**src/rtl/pipe_scheduler_pkg.sv**
```systemverilog
// Shared definitions for the pipe scheduler: FSM state encoding, pipe count
// and the Galois LFSR step used to pick fresh gap positions.
package pipe_scheduler_pkg;

    localparam int NUM_PIPES = 3;
    localparam logic [15:0] LFSR_TAPS = 16'hB400;

    typedef enum logic [2:0] {
        ST_IDLE   = 3'd0,
        ST_RUN    = 3'd1,
        ST_UPD1   = 3'd2,
        ST_UPD2   = 3'd3,
        ST_UPD3   = 3'd4,
        ST_COMMIT = 3'd5,
        ST_HALTED = 3'd6
    } state_e;

    // Right-shifting Galois step; the taps are folded in when bit 0 falls out.
    function automatic logic [15:0] lfsr_step(input logic [15:0] v);
        return {1'b0, v[15:1]} ^ (v[0] ? LFSR_TAPS : 16'h0000);
    endfunction

endpackage

```
**src/rtl/pipe_scheduler_if.sv**
```systemverilog
// Control and pipe-layout bundle between the game FSM / renderer (master)
// and the pipe scheduler (slave).
interface pipe_scheduler_if;

    logic               frame_tick;
    logic               start;
    logic               halt;
    logic signed [15:0] pos_x1;
    logic signed [15:0] pos_x2;
    logic signed [15:0] pos_x3;
    logic signed [15:0] pos_y1;
    logic signed [15:0] pos_y2;
    logic signed [15:0] pos_y3;
    logic               score_pulse;
    logic               running;
    logic               busy;

    modport master (
        output frame_tick, start, halt,
        input  pos_x1, pos_x2, pos_x3, pos_y1, pos_y2, pos_y3,
        input  score_pulse, running, busy
    );

    modport slave (
        input  frame_tick, start, halt,
        output pos_x1, pos_x2, pos_x3, pos_y1, pos_y2, pos_y3,
        output score_pulse, running, busy
    );

endinterface

```
**src/rtl/pipe_lfsr.sv**
```systemverilog
// 16-bit Galois LFSR that only advances when asked; next_value is exposed
// so the recycled gap can use the post-step value in the same cycle.
module pipe_lfsr
    import pipe_scheduler_pkg::*;
#(
    parameter logic [15:0] SEED = 16'hACE1
) (
    input  logic        clk,
    input  logic        rst,
    input  logic        step,
    output logic [15:0] value,
    output logic [15:0] next_value
);

    assign next_value = lfsr_step(value);

    // LFSR state: seeded on reset only, stepped on each recycle.
    always_ff @(posedge clk) begin
        if (rst) begin
            value <= SEED;
        end else if (step) begin
            value <= next_value;
        end else begin
            value <= value;
        end
    end

endmodule

```
**src/rtl/pipe_scheduler.sv**
```systemverilog
// Scrolls the three pipes once per frame through a shared one-pipe-per-cycle
// datapath, recycles exited pipes with a random gap and commits all at once.
module pipe_scheduler
    import pipe_scheduler_pkg::*;
#(
    parameter logic signed [15:0] SPAWN_Y     = 16'sd480,
    parameter logic signed [15:0] SPACING     = 16'sd240,
    parameter logic signed [15:0] PIPE_W      = 16'sd104,
    parameter logic signed [15:0] SCROLL_STEP = 16'sd2,
    parameter logic signed [15:0] BIRD_Y      = 16'sd128,
    parameter logic signed [15:0] GAP_MIN     = 16'sd64,
    parameter logic signed [15:0] GAP_INIT    = 16'sd160,
    parameter logic [15:0]        LFSR_SEED   = 16'hACE1
) (
    input  logic                clk,
    input  logic                rst,
    pipe_scheduler_if.slave     bus
);

    localparam logic signed [15:0] WRAP_Y     = SPACING + SPACING + SPACING;
    localparam logic signed [15:0] NEG_PIPE_W = -PIPE_W;
    localparam logic signed [15:0] INIT_Y [NUM_PIPES] =
        '{SPAWN_Y, SPAWN_Y + SPACING, SPAWN_Y + SPACING + SPACING};

    state_e             state_r;
    logic signed [15:0] pos_x_r    [NUM_PIPES];
    logic signed [15:0] pos_y_r    [NUM_PIPES];
    logic signed [15:0] shadow_x_r [NUM_PIPES];
    logic signed [15:0] shadow_y_r [NUM_PIPES];
    logic [NUM_PIPES-1:0] flag_r;
    logic               score_pulse_r;
    logic               running_r;
    logic               busy_r;

    logic [1:0]         sel_s;
    logic               upd_s;
    logic signed [15:0] cur_y_s;
    logic signed [15:0] cur_x_s;
    logic signed [15:0] ny_raw_s;
    logic signed [15:0] ny_s;
    logic signed [15:0] gx_s;
    logic signed [15:0] gap_off_s;
    logic               recycle_s;
    logic               score_s;
    logic               step_s;
    logic [15:0]        lfsr_next_s;

    // Which pipe the shared datapath serves this cycle.
    always_comb begin
        sel_s = 2'd0;
        upd_s = 1'b0;
        case (state_r)
            ST_UPD1: begin sel_s = 2'd0; upd_s = 1'b1; end
            ST_UPD2: begin sel_s = 2'd1; upd_s = 1'b1; end
            ST_UPD3: begin sel_s = 2'd2; upd_s = 1'b1; end
            default: begin sel_s = 2'd0; upd_s = 1'b0; end
        endcase
    end

    // Shared scroll/recycle/score datapath; score is judged before the wrap.
    always_comb begin
        cur_y_s   = pos_y_r[sel_s];
        cur_x_s   = pos_x_r[sel_s];
        ny_raw_s  = cur_y_s - SCROLL_STEP;
        recycle_s = (ny_raw_s <= NEG_PIPE_W);
        score_s   = ((cur_y_s + PIPE_W) > BIRD_Y) && ((ny_raw_s + PIPE_W) <= BIRD_Y);
        gap_off_s = $signed(lfsr_next_s & 16'h00FF);
        if (recycle_s) begin
            ny_s = ny_raw_s + WRAP_Y;
            gx_s = GAP_MIN + gap_off_s;
        end else begin
            ny_s = ny_raw_s;
            gx_s = cur_x_s;
        end
    end

    // A halted update must not consume LFSR entropy.
    assign step_s = upd_s && recycle_s && !bus.halt;

    pipe_lfsr #(.SEED(LFSR_SEED)) u_lfsr (
        .clk        (clk),
        .rst        (rst),
        .step       (step_s),
        .value      (),
        .next_value (lfsr_next_s)
    );

    // Scheduler FSM with shadow registers and registered outputs.
    always_ff @(posedge clk) begin
        if (rst) begin
            state_r       <= ST_IDLE;
            pos_y_r       <= INIT_Y;
            pos_x_r       <= '{default: GAP_INIT};
            shadow_y_r    <= INIT_Y;
            shadow_x_r    <= '{default: GAP_INIT};
            flag_r        <= '0;
            score_pulse_r <= 1'b0;
            running_r     <= 1'b0;
            busy_r        <= 1'b0;
        end else begin
            score_pulse_r <= 1'b0;
            case (state_r)
                ST_IDLE, ST_HALTED: begin
                    if (bus.start) begin
                        state_r   <= ST_RUN;
                        pos_y_r   <= INIT_Y;
                        pos_x_r   <= '{default: GAP_INIT};
                        running_r <= 1'b1;
                    end
                end
                ST_RUN: begin
                    if (bus.halt) begin
                        state_r   <= ST_HALTED;
                        running_r <= 1'b0;
                    end else if (bus.frame_tick) begin
                        state_r <= ST_UPD1;
                        busy_r  <= 1'b1;
                    end
                end
                ST_UPD1, ST_UPD2, ST_UPD3: begin
                    if (bus.halt) begin
                        state_r   <= ST_HALTED;
                        running_r <= 1'b0;
                        busy_r    <= 1'b0;
                    end else begin
                        shadow_y_r[sel_s] <= ny_s;
                        shadow_x_r[sel_s] <= gx_s;
                        flag_r[sel_s]     <= score_s;
                        state_r <= (state_r == ST_UPD1) ? ST_UPD2 :
                                   ((state_r == ST_UPD2) ? ST_UPD3 : ST_COMMIT);
                    end
                end
                ST_COMMIT: begin
                    busy_r <= 1'b0;
                    if (bus.halt) begin
                        state_r   <= ST_HALTED;
                        running_r <= 1'b0;
                    end else begin
                        pos_y_r       <= shadow_y_r;
                        pos_x_r       <= shadow_x_r;
                        score_pulse_r <= |flag_r;
                        state_r       <= ST_RUN;
                    end
                end
                default: begin
                    state_r   <= ST_IDLE;
                    running_r <= 1'b0;
                    busy_r    <= 1'b0;
                end
            endcase
        end
    end

    assign bus.pos_x1      = pos_x_r[0];
    assign bus.pos_x2      = pos_x_r[1];
    assign bus.pos_x3      = pos_x_r[2];
    assign bus.pos_y1      = pos_y_r[0];
    assign bus.pos_y2      = pos_y_r[1];
    assign bus.pos_y3      = pos_y_r[2];
    assign bus.score_pulse = score_pulse_r;
    assign bus.running     = running_r;
    assign bus.busy        = busy_r;

endmodule

```
**src/flat_wrapper.sv**
```systemverilog
// flat-port wrapper written by rule: the top's interface ports become plain ports
module pipe_scheduler_flat import pipe_scheduler_pkg::*;
#(
    parameter logic signed [15:0] SPAWN_Y     = 16'sd480,
    parameter logic signed [15:0] SPACING     = 16'sd240,
    parameter logic signed [15:0] PIPE_W      = 16'sd104,
    parameter logic signed [15:0] SCROLL_STEP = 16'sd2,
    parameter logic signed [15:0] BIRD_Y      = 16'sd128,
    parameter logic signed [15:0] GAP_MIN     = 16'sd64,
    parameter logic signed [15:0] GAP_INIT    = 16'sd160,
    parameter logic [15:0]        LFSR_SEED   = 16'hACE1
)
  (clk, rst, bus_frame_tick, bus_start, bus_halt, bus_pos_x1, bus_pos_x2, bus_pos_x3, bus_pos_y1, bus_pos_y2, bus_pos_y3, bus_score_pulse, bus_running, bus_busy);
  pipe_scheduler_if bus_i ();
  input  logic clk;
  input  logic rst;
  input wire logic [$bits(bus_i.frame_tick)-1:0] bus_frame_tick;
  input wire logic [$bits(bus_i.start)-1:0] bus_start;
  input wire logic [$bits(bus_i.halt)-1:0] bus_halt;
  output wire logic [$bits(bus_i.pos_x1)-1:0] bus_pos_x1;
  output wire logic [$bits(bus_i.pos_x2)-1:0] bus_pos_x2;
  output wire logic [$bits(bus_i.pos_x3)-1:0] bus_pos_x3;
  output wire logic [$bits(bus_i.pos_y1)-1:0] bus_pos_y1;
  output wire logic [$bits(bus_i.pos_y2)-1:0] bus_pos_y2;
  output wire logic [$bits(bus_i.pos_y3)-1:0] bus_pos_y3;
  output wire logic [$bits(bus_i.score_pulse)-1:0] bus_score_pulse;
  output wire logic [$bits(bus_i.running)-1:0] bus_running;
  output wire logic [$bits(bus_i.busy)-1:0] bus_busy;
  assign bus_i.frame_tick = bus_frame_tick;
  assign bus_i.start = bus_start;
  assign bus_i.halt = bus_halt;
  assign bus_pos_x1 = bus_i.pos_x1;
  assign bus_pos_x2 = bus_i.pos_x2;
  assign bus_pos_x3 = bus_i.pos_x3;
  assign bus_pos_y1 = bus_i.pos_y1;
  assign bus_pos_y2 = bus_i.pos_y2;
  assign bus_pos_y3 = bus_i.pos_y3;
  assign bus_score_pulse = bus_i.score_pulse;
  assign bus_running = bus_i.running;
  assign bus_busy = bus_i.busy;
  pipe_scheduler #(.SPAWN_Y(SPAWN_Y), .SPACING(SPACING), .PIPE_W(PIPE_W), .SCROLL_STEP(SCROLL_STEP), .BIRD_Y(BIRD_Y), .GAP_MIN(GAP_MIN), .GAP_INIT(GAP_INIT), .LFSR_SEED(LFSR_SEED)) u_core (.clk(clk), .rst(rst), .bus(bus_i));
endmodule
```
**config.mk**
```make
export PLATFORM = sky130hd
export DESIGN_NAME = pipe_scheduler_flat
export DESIGN_NICKNAME = d
export VERILOG_FILES = /design/src/rtl/pipe_scheduler_pkg.sv /design/src/rtl/pipe_scheduler_if.sv /design/src/rtl/pipe_lfsr.sv /design/src/rtl/pipe_scheduler.sv /design/src/flat_wrapper.sv
export SDC_FILE = /design/constraint.sdc
export NUM_CORES = 1
export LEC_CHECK = 0
export CAP_MARGIN = 15
export CORE_MARGIN = 2
export CORE_UTILIZATION = 57
export CTS_CLUSTER_SIZE = 12
export DETAILED_ROUTE_END_ITERATION = 8
export DONT_BUFFER_PORTS = 1
export HOLD_SLACK_MARGIN = 0.15
export MAX_ROUTING_LAYER = met4
export PLACE_DENSITY = 0.72
export SLEW_MARGIN = 0
export SYNTH_ARGS = -nofsm -noshare
export SYNTH_HDL_FRONTEND = slang
export SYNTH_SLANG_ARGS = --single-unit
```
**constraint.sdc**
```tcl
create_clock -name clk -period 4.22 [get_ports clk]
set_input_delay 1.055 -clock clk [delete_from_list [all_inputs] [get_ports clk]]
set_output_delay 1.055 -clock clk [all_outputs]
set_load 0.02 [all_outputs]
```
### Word-level counts from Yosys, hierarchy flattened

Cells that the tools add are included.
Widths: inputs -> output; s select.

* bits in registers: 217

* multiplexer cells: 38
* add/subtract/negate cells: 5
* order comparisons: 7
* equality and inequality tests: 13
* bitwise logic cells: 5
* reduce and logical (&&, ||, !) cells: 18

Operator list (count)
* $mux 48: 4
* $pmux 48 s2: 2
* $mux 16: 8
* $bwmux 48: 2
* $bmux 16 s2: 2
* $add 16x8->16 const B: 2
* $demux 16 s2: 1
* $mux 3: 6
* $add 16x11->16 const B: 1
* $gt 16x9->1 const B: 1
* $le 16x8->1 const B: 1
* $le 16x9->1 const B: 1
* $sub 16x3->16 const B: 1
* $xor 15x16->16: 1
* $pmux 3 s4: 1
* $add 7x8->9 const A: 1
* $eq 3x3->1 const B: 3
* $reduce_or 3->1: 3
* $ne 2x2->1 const B: 4
* $mux 1: 7
* $eq 3x2->1 const B: 2
* $reduce_and 2->1: 3
* $logic_and 1x1->1: 5
* $reduce_or 5->1: 1
* 20 further kinds: 23

### Logic depth before layout (Yosys ltp)

* depth after elaboration: 11
* gate-level depth with buffers: 23

### By module

Synthesis repeated with hierarchy kept, for this count alone.

* cells, all modules: 1300
* area total of the unflattened synthesis: 10445.0 um^2

Modules (own cells, without submodules)
* pipe_scheduler: area each 9706.8 um^2, times used 1, sequential area each 4023.9 um^2, cells an instance 1228
* pipe_lfsr: area each 738.2 um^2, times used 1, sequential area each 320.3 um^2, cells an instance 72

### Worst setup path before layout

OpenSTA, ideal clock, no wires.

* path type: register to register
* start point: reg u_core.state_r[2]
* end point: reg u_core.shadow_x_r[0] (netlist name)
* cell stages (with the launch flop): 23
* required time: 4134 ps
* buffers on the path: 5
* arrival: 3994 ps
* path slack: 141 ps
* setup time: 86 ps
* path through: dfxtp_1 > buf_2 > buf_6 > buf_6 > a22o_1 > a21oi_2 > ha_1 > inv_1 > a311oi_1 > nand2_1 > o21ai_0 > and2_1 > inv_1 > ha_1 > nor2b_1 > nor3b_1 > a211oi_4 > a21oi_2 > buf_4 > buf_6 > a211oi_2 > a21oi_1 > a211oi_1

* cells in the longest elaborated chain, start to end: 10

Ends and longest elaborated chain
* start: declaration: RTL line pipe_scheduler.sv:25 `state_e state_r;`
* start signal: assignment: RTL line pipe_scheduler.sv:129 `state_r <= (state_r == ST_UPD1) ? ST_UPD2 :`
* $eq 3x3->1 or $eq 3x2->1 (tied branches): RTL line pipe_scheduler.sv:52, pipe_scheduler.sv:102
* $pmux 2 s2: RTL line pipe_scheduler.sv:52 `case (state_r)`
* $not 2->3 (implied by the code): RTL line pipe_scheduler.sv:62, pipe_scheduler.sv:63, pipe_scheduler.sv:127
* $bmux 16 s2: RTL line pipe_scheduler.sv:62 `cur_y_s = pos_y_r[sel_s];`
* $mux 16 (implied by the code) (2 in a row): RTL line pipe_scheduler.sv:62
* $sub 16x3->16: RTL line pipe_scheduler.sv:64 `ny_raw_s = cur_y_s - SCROLL_STEP;`
* $le 16x8->1: RTL line pipe_scheduler.sv:65 `recycle_s = (ny_raw_s <= NEG_PIPE_W);`
* $mux 16: RTL line pipe_scheduler.sv:68 `if (recycle_s) begin`
* $bwmux 48: RTL line pipe_scheduler.sv:127 `shadow_x_r[sel_s] <= gx_s;`
* end signal: indexed assignment: RTL line pipe_scheduler.sv:127
* end: declaration: RTL line pipe_scheduler.sv:28 `logic signed [15:0] shadow_x_r [NUM_PIPES];`

Several ways; a longest one is shown, not always the timed one. The select of a mux whose other input is x is not followed.
A chain may end at the register's enable or synchronous reset.

### Worst setup path in the final report

* start point: reg u_core.state_r[2]
* end point: reg u_core.shadow_x_r[19] (netlist name)

The elaborated chain is that of the path after synthesis.

==> flow_metrics.env <==
export IMPL_post_route_util=0.647
export IMPL_vias_per_cell=6.12
export IMPL_vdd_ir_drop_max_v=0.000377
export IMPL_async_flop_share=0
export IMPL_fmax_mhz=251
export IMPL_clk_latency_ps=510
export IMPL_wl_met3_mm=2.08
export IMPL_drc_errors=0
export IMPL_io_pins=104
export IMPL_clock_sink_count=217
export IMPL_syn_area_per_cell_um2=8.34
export IMPL_place_congestion=0.952
export IMPL_status="complete, no violations"
export IMPL_critPathLaunch="u_core.state_r[2]$_SDFFE_PP0P_"
export IMPL_min_from="u_core.shadow_x_r[25]$_SDFFE_PP0P_"
export IMPL_nFillCells=1497
export IMPL_fin_crit_sh=0.945
export IMPL_die_h_um=136
export IMPL_fin_worst_skew_ps=13.8
export IMPL_met2_length_mm=13.3
export IMPL_arrival_ps=4320
export IMPL_syn_nets=1200
export IMPL_slew_headroom=0.186
export IMPL_cap_viol_max_count=0
export IMPL_cp_max_fo=32
export IMPL_worst_pin_slew_ps=1220
export IMPL_dr_pass1_iters=5
export IMPL_p_leak_nw=4.10
export IMPL_pre_cts_slack_ps=25.7
export IMPL_port_buffers=0
export IMPL_clockBufferDepth=3
export IMPL_finalMaxSlewViolations=0
export IMPL_grt_pass1_wl_mm=44.0
export IMPL_met1_length_mm=12.2
export IMPL_num_vias=8672
export IMPL_postPlaceCellArea_um2=10300
export IMPL_dieArea_um2=18500
export IMPL_finalHoldViolations=0
export IMPL_critPathRequiredTime_ps=4550
export IMPL_cts_setup_buffers=0
export IMPL_worst_slack_ps=232
export IMPL_drt_iter0_drc=664
export IMPL_ys_types=71
export IMPL_grt_max_degree=221
export IMPL_avgRoutedWirePerCell_um=19.9
export IMPL_ys_seq_area_frac=0.438
export IMPL_end_kind="flop"
export IMPL_h_tree_depth=1
export IMPL_wl_mm=28.2
export IMPL_place_hpwl_mm=18.2
export IMPL_die_width_um=136
export IMPL_grtUsageTotal=0.308
export IMPL_fin_area_um2=11100
export IMPL_grt_pass1_vias=8000
export IMPL_dp_cells=1376
export IMPL_critPathKind="reg -> reg"
export IMPL_yosysWarningCount=0
export IMPL_num_nets_final=1188
export IMPL_clkTransAtPathRegs_ps=60
export IMPL_initial_core_util=0.577
export IMPL_coreArea_um2=17200
export IMPL_setup_violations=0
export IMPL_rr_startpoint="u_core.state_r[2]$_SDFFE_PP0P_"
export IMPL_synthCells=1189
export IMPL_synth_area_um2=9920
export IMPL_area_growth_syn_to_layout_pct=12.1
export IMPL_cts_tree="yes"
export IMPL_antenna_found_initial=0
export IMPL_ys_seq_elements=217
export IMPL_ys_flop_type="dfxtp_1"
export IMPL_synth_edf_count=0
export IMPL_start_kind="flop"
export IMPL_drive_gt1_frac=0.128
export IMPL_hold_buffers=0
export IMPL_grt_setup_unrepaired="yes"
export IMPL_min_period_ps=3990
export IMPL_stdcell_count=1418
export IMPL_root_buffer="clkbuf_16"
export IMPL_std_cell_rows=48
export IMPL_power_density_nw_per_um2=540
export IMPL_diodes=0
export IMPL_grt_overflow=0
export IMPL_cts_buffers=24
export IMPL_min_path_type="reg -> reg"
export IMPL_top_layer="met4"
export IMPL_drtAntennaViolNets=0
layout make-up:
| class | instances | area [um^2] | area share |
|---|---|---|---|
| sequential | 217 | 4350 | 0.391 |
| clock buffer | 38 | 714 | 0.0643 |
| clock inverter | 4 | 48.8 | 0.00439 |
| tap | 225 | 282 | 0.0253 |
| inverter | 10 | 37.5 | 0.00338 |
| timing repair buffer | 61 | 470 | 0.0423 |
| multi-input combinational | 863 | 5220 | 0.469 |
metal layers:
layer / track usage / up-vias
met5: - / -
met4: 0.0816 / 0
met3: 0.0667 / 38
met2: 0.488 / 275
met1: 0.401 / 4160
li1: - / 4199
cells by family (layout without fill, tap and decap cells):
| family | after synthesis | in the layout | synth area share |
|---|---|---|---|
| flip-flops | 217 | 217 | 0.438 |
| AO/OA/AOI/OAI | 343 | 343 | 0.246 |
| adder cells (fa/ha/maj) | 6 | 6 | 0.00757 |
| multiplexers | 25 | 25 | 0.0257 |
| buffers and inverters | 109 | 113 | 0.0472 |
| XOR/XNOR | 24 | 24 | 0.0235 |
| AND/OR/NAND/NOR | 465 | 465 | 0.212 |
flip-flops by register name, summed over array words and instances (netlist names):
name and cells:
u_core.bus.running 1, u_core.u_lfsr.value 16, u_core.bus.score_pulse 1, u_core.bus.pos_x3 16, u_core.shadow_x_r 48, u_core.bus.pos_y1 16
u_core.bus.busy 1, u_core.shadow_y_r 48, u_core.bus.pos_x1 16, u_core.bus.pos_y2 16, u_core.bus.pos_y3 16, u_core.flag_r 3
u_core.state_r 3, u_core.bus.pos_x2 16
per-stage QoR:
stage	TNS, ps	total power, mW	hold WS, ps
global placement	0	3.93	434
finish	0	6.00	453
CTS	0	5.95	449
floorplan	0	3.44	432
global route	-10.8	6.26	468
detailed placement	0	3.92	441
power by group:
group / internal (mW) / total (mW) / switching, mW
clock network: 1.22 / 2.05 / 0.828
registers: 2.14 / 2.21 / 0.0723
logic: 0.611 / 1.74 / 1.13
total: 3.97 / 6.00 / 2.03
worst max-delay path: stages (launching register included):
cell and delay (ps):
dfxtp_4 450, buf_4 360, nor2b_1 180, o21a_1 130, a211o_1 330, nand4_1 280, buf_4 240, nor4_4 310
xor2_2 330, nor3_4 100, a21oi_4 310, buf_4 320, a211oi_2 50, a21oi_1 270, a211oi_1 120
path summary, 6_finish.rpt:
| path | endpoint | slack [ps] | cells after the start |
|---|---|---|---|
| min | u_core.shadow_x_r[25]$_SDFFE_PP0P_ | 450 | 2 |
| max reg2reg | u_core.shadow_x_r[19]$_SDFFE_PP0P_ | 230 | 14 |
| min reg2reg | u_core.shadow_x_r[25]$_SDFFE_PP0P_ | 450 | 2 |
| max | u_core.shadow_x_r[19]$_SDFFE_PP0P_ | 230 | 14 |
cells in the mapped netlist, types with 16 or more instances:
library cell  number  area share
dfxtp_1          217        0.44
a211oi_1          43       0.033
clkbuf_1          71       0.027
a21oi_1           98       0.049
a211o_1           17       0.015
nor3_1            34       0.017
nand2_1          138       0.052
a22oi_1           81       0.061
o21bai_1          18       0.014
mux2i_1           21       0.021
nor2_1           201       0.076
nand3_1           16      0.0081
layout by cell type (no fill, tap or decap), types with 12 or more instances in the layout:
master	synthesis	final
a211oi_2	14	15
a211oi_1	43	42
o21ai_0	13	12
xnor2_1	15	15
clkbuf_16	0	25
o21bai_1	18	18
buf_4	5	60
dfxtp_1	217	215
nand2_1	138	138
nor2_1	201	198
nor2b_1	13	12
a21oi_1	98	96
nand3_1	16	16
nor3_1	34	34
a22oi_1	81	81
mux2i_1	21	21
a211o_1	17	17
timing repair:
item,CTS,global route
pin swaps,0,2
setup endpoints to repair,6,103
gates resized for setup,1,15
No activity file was read; power rests on OpenSTA's default activity.
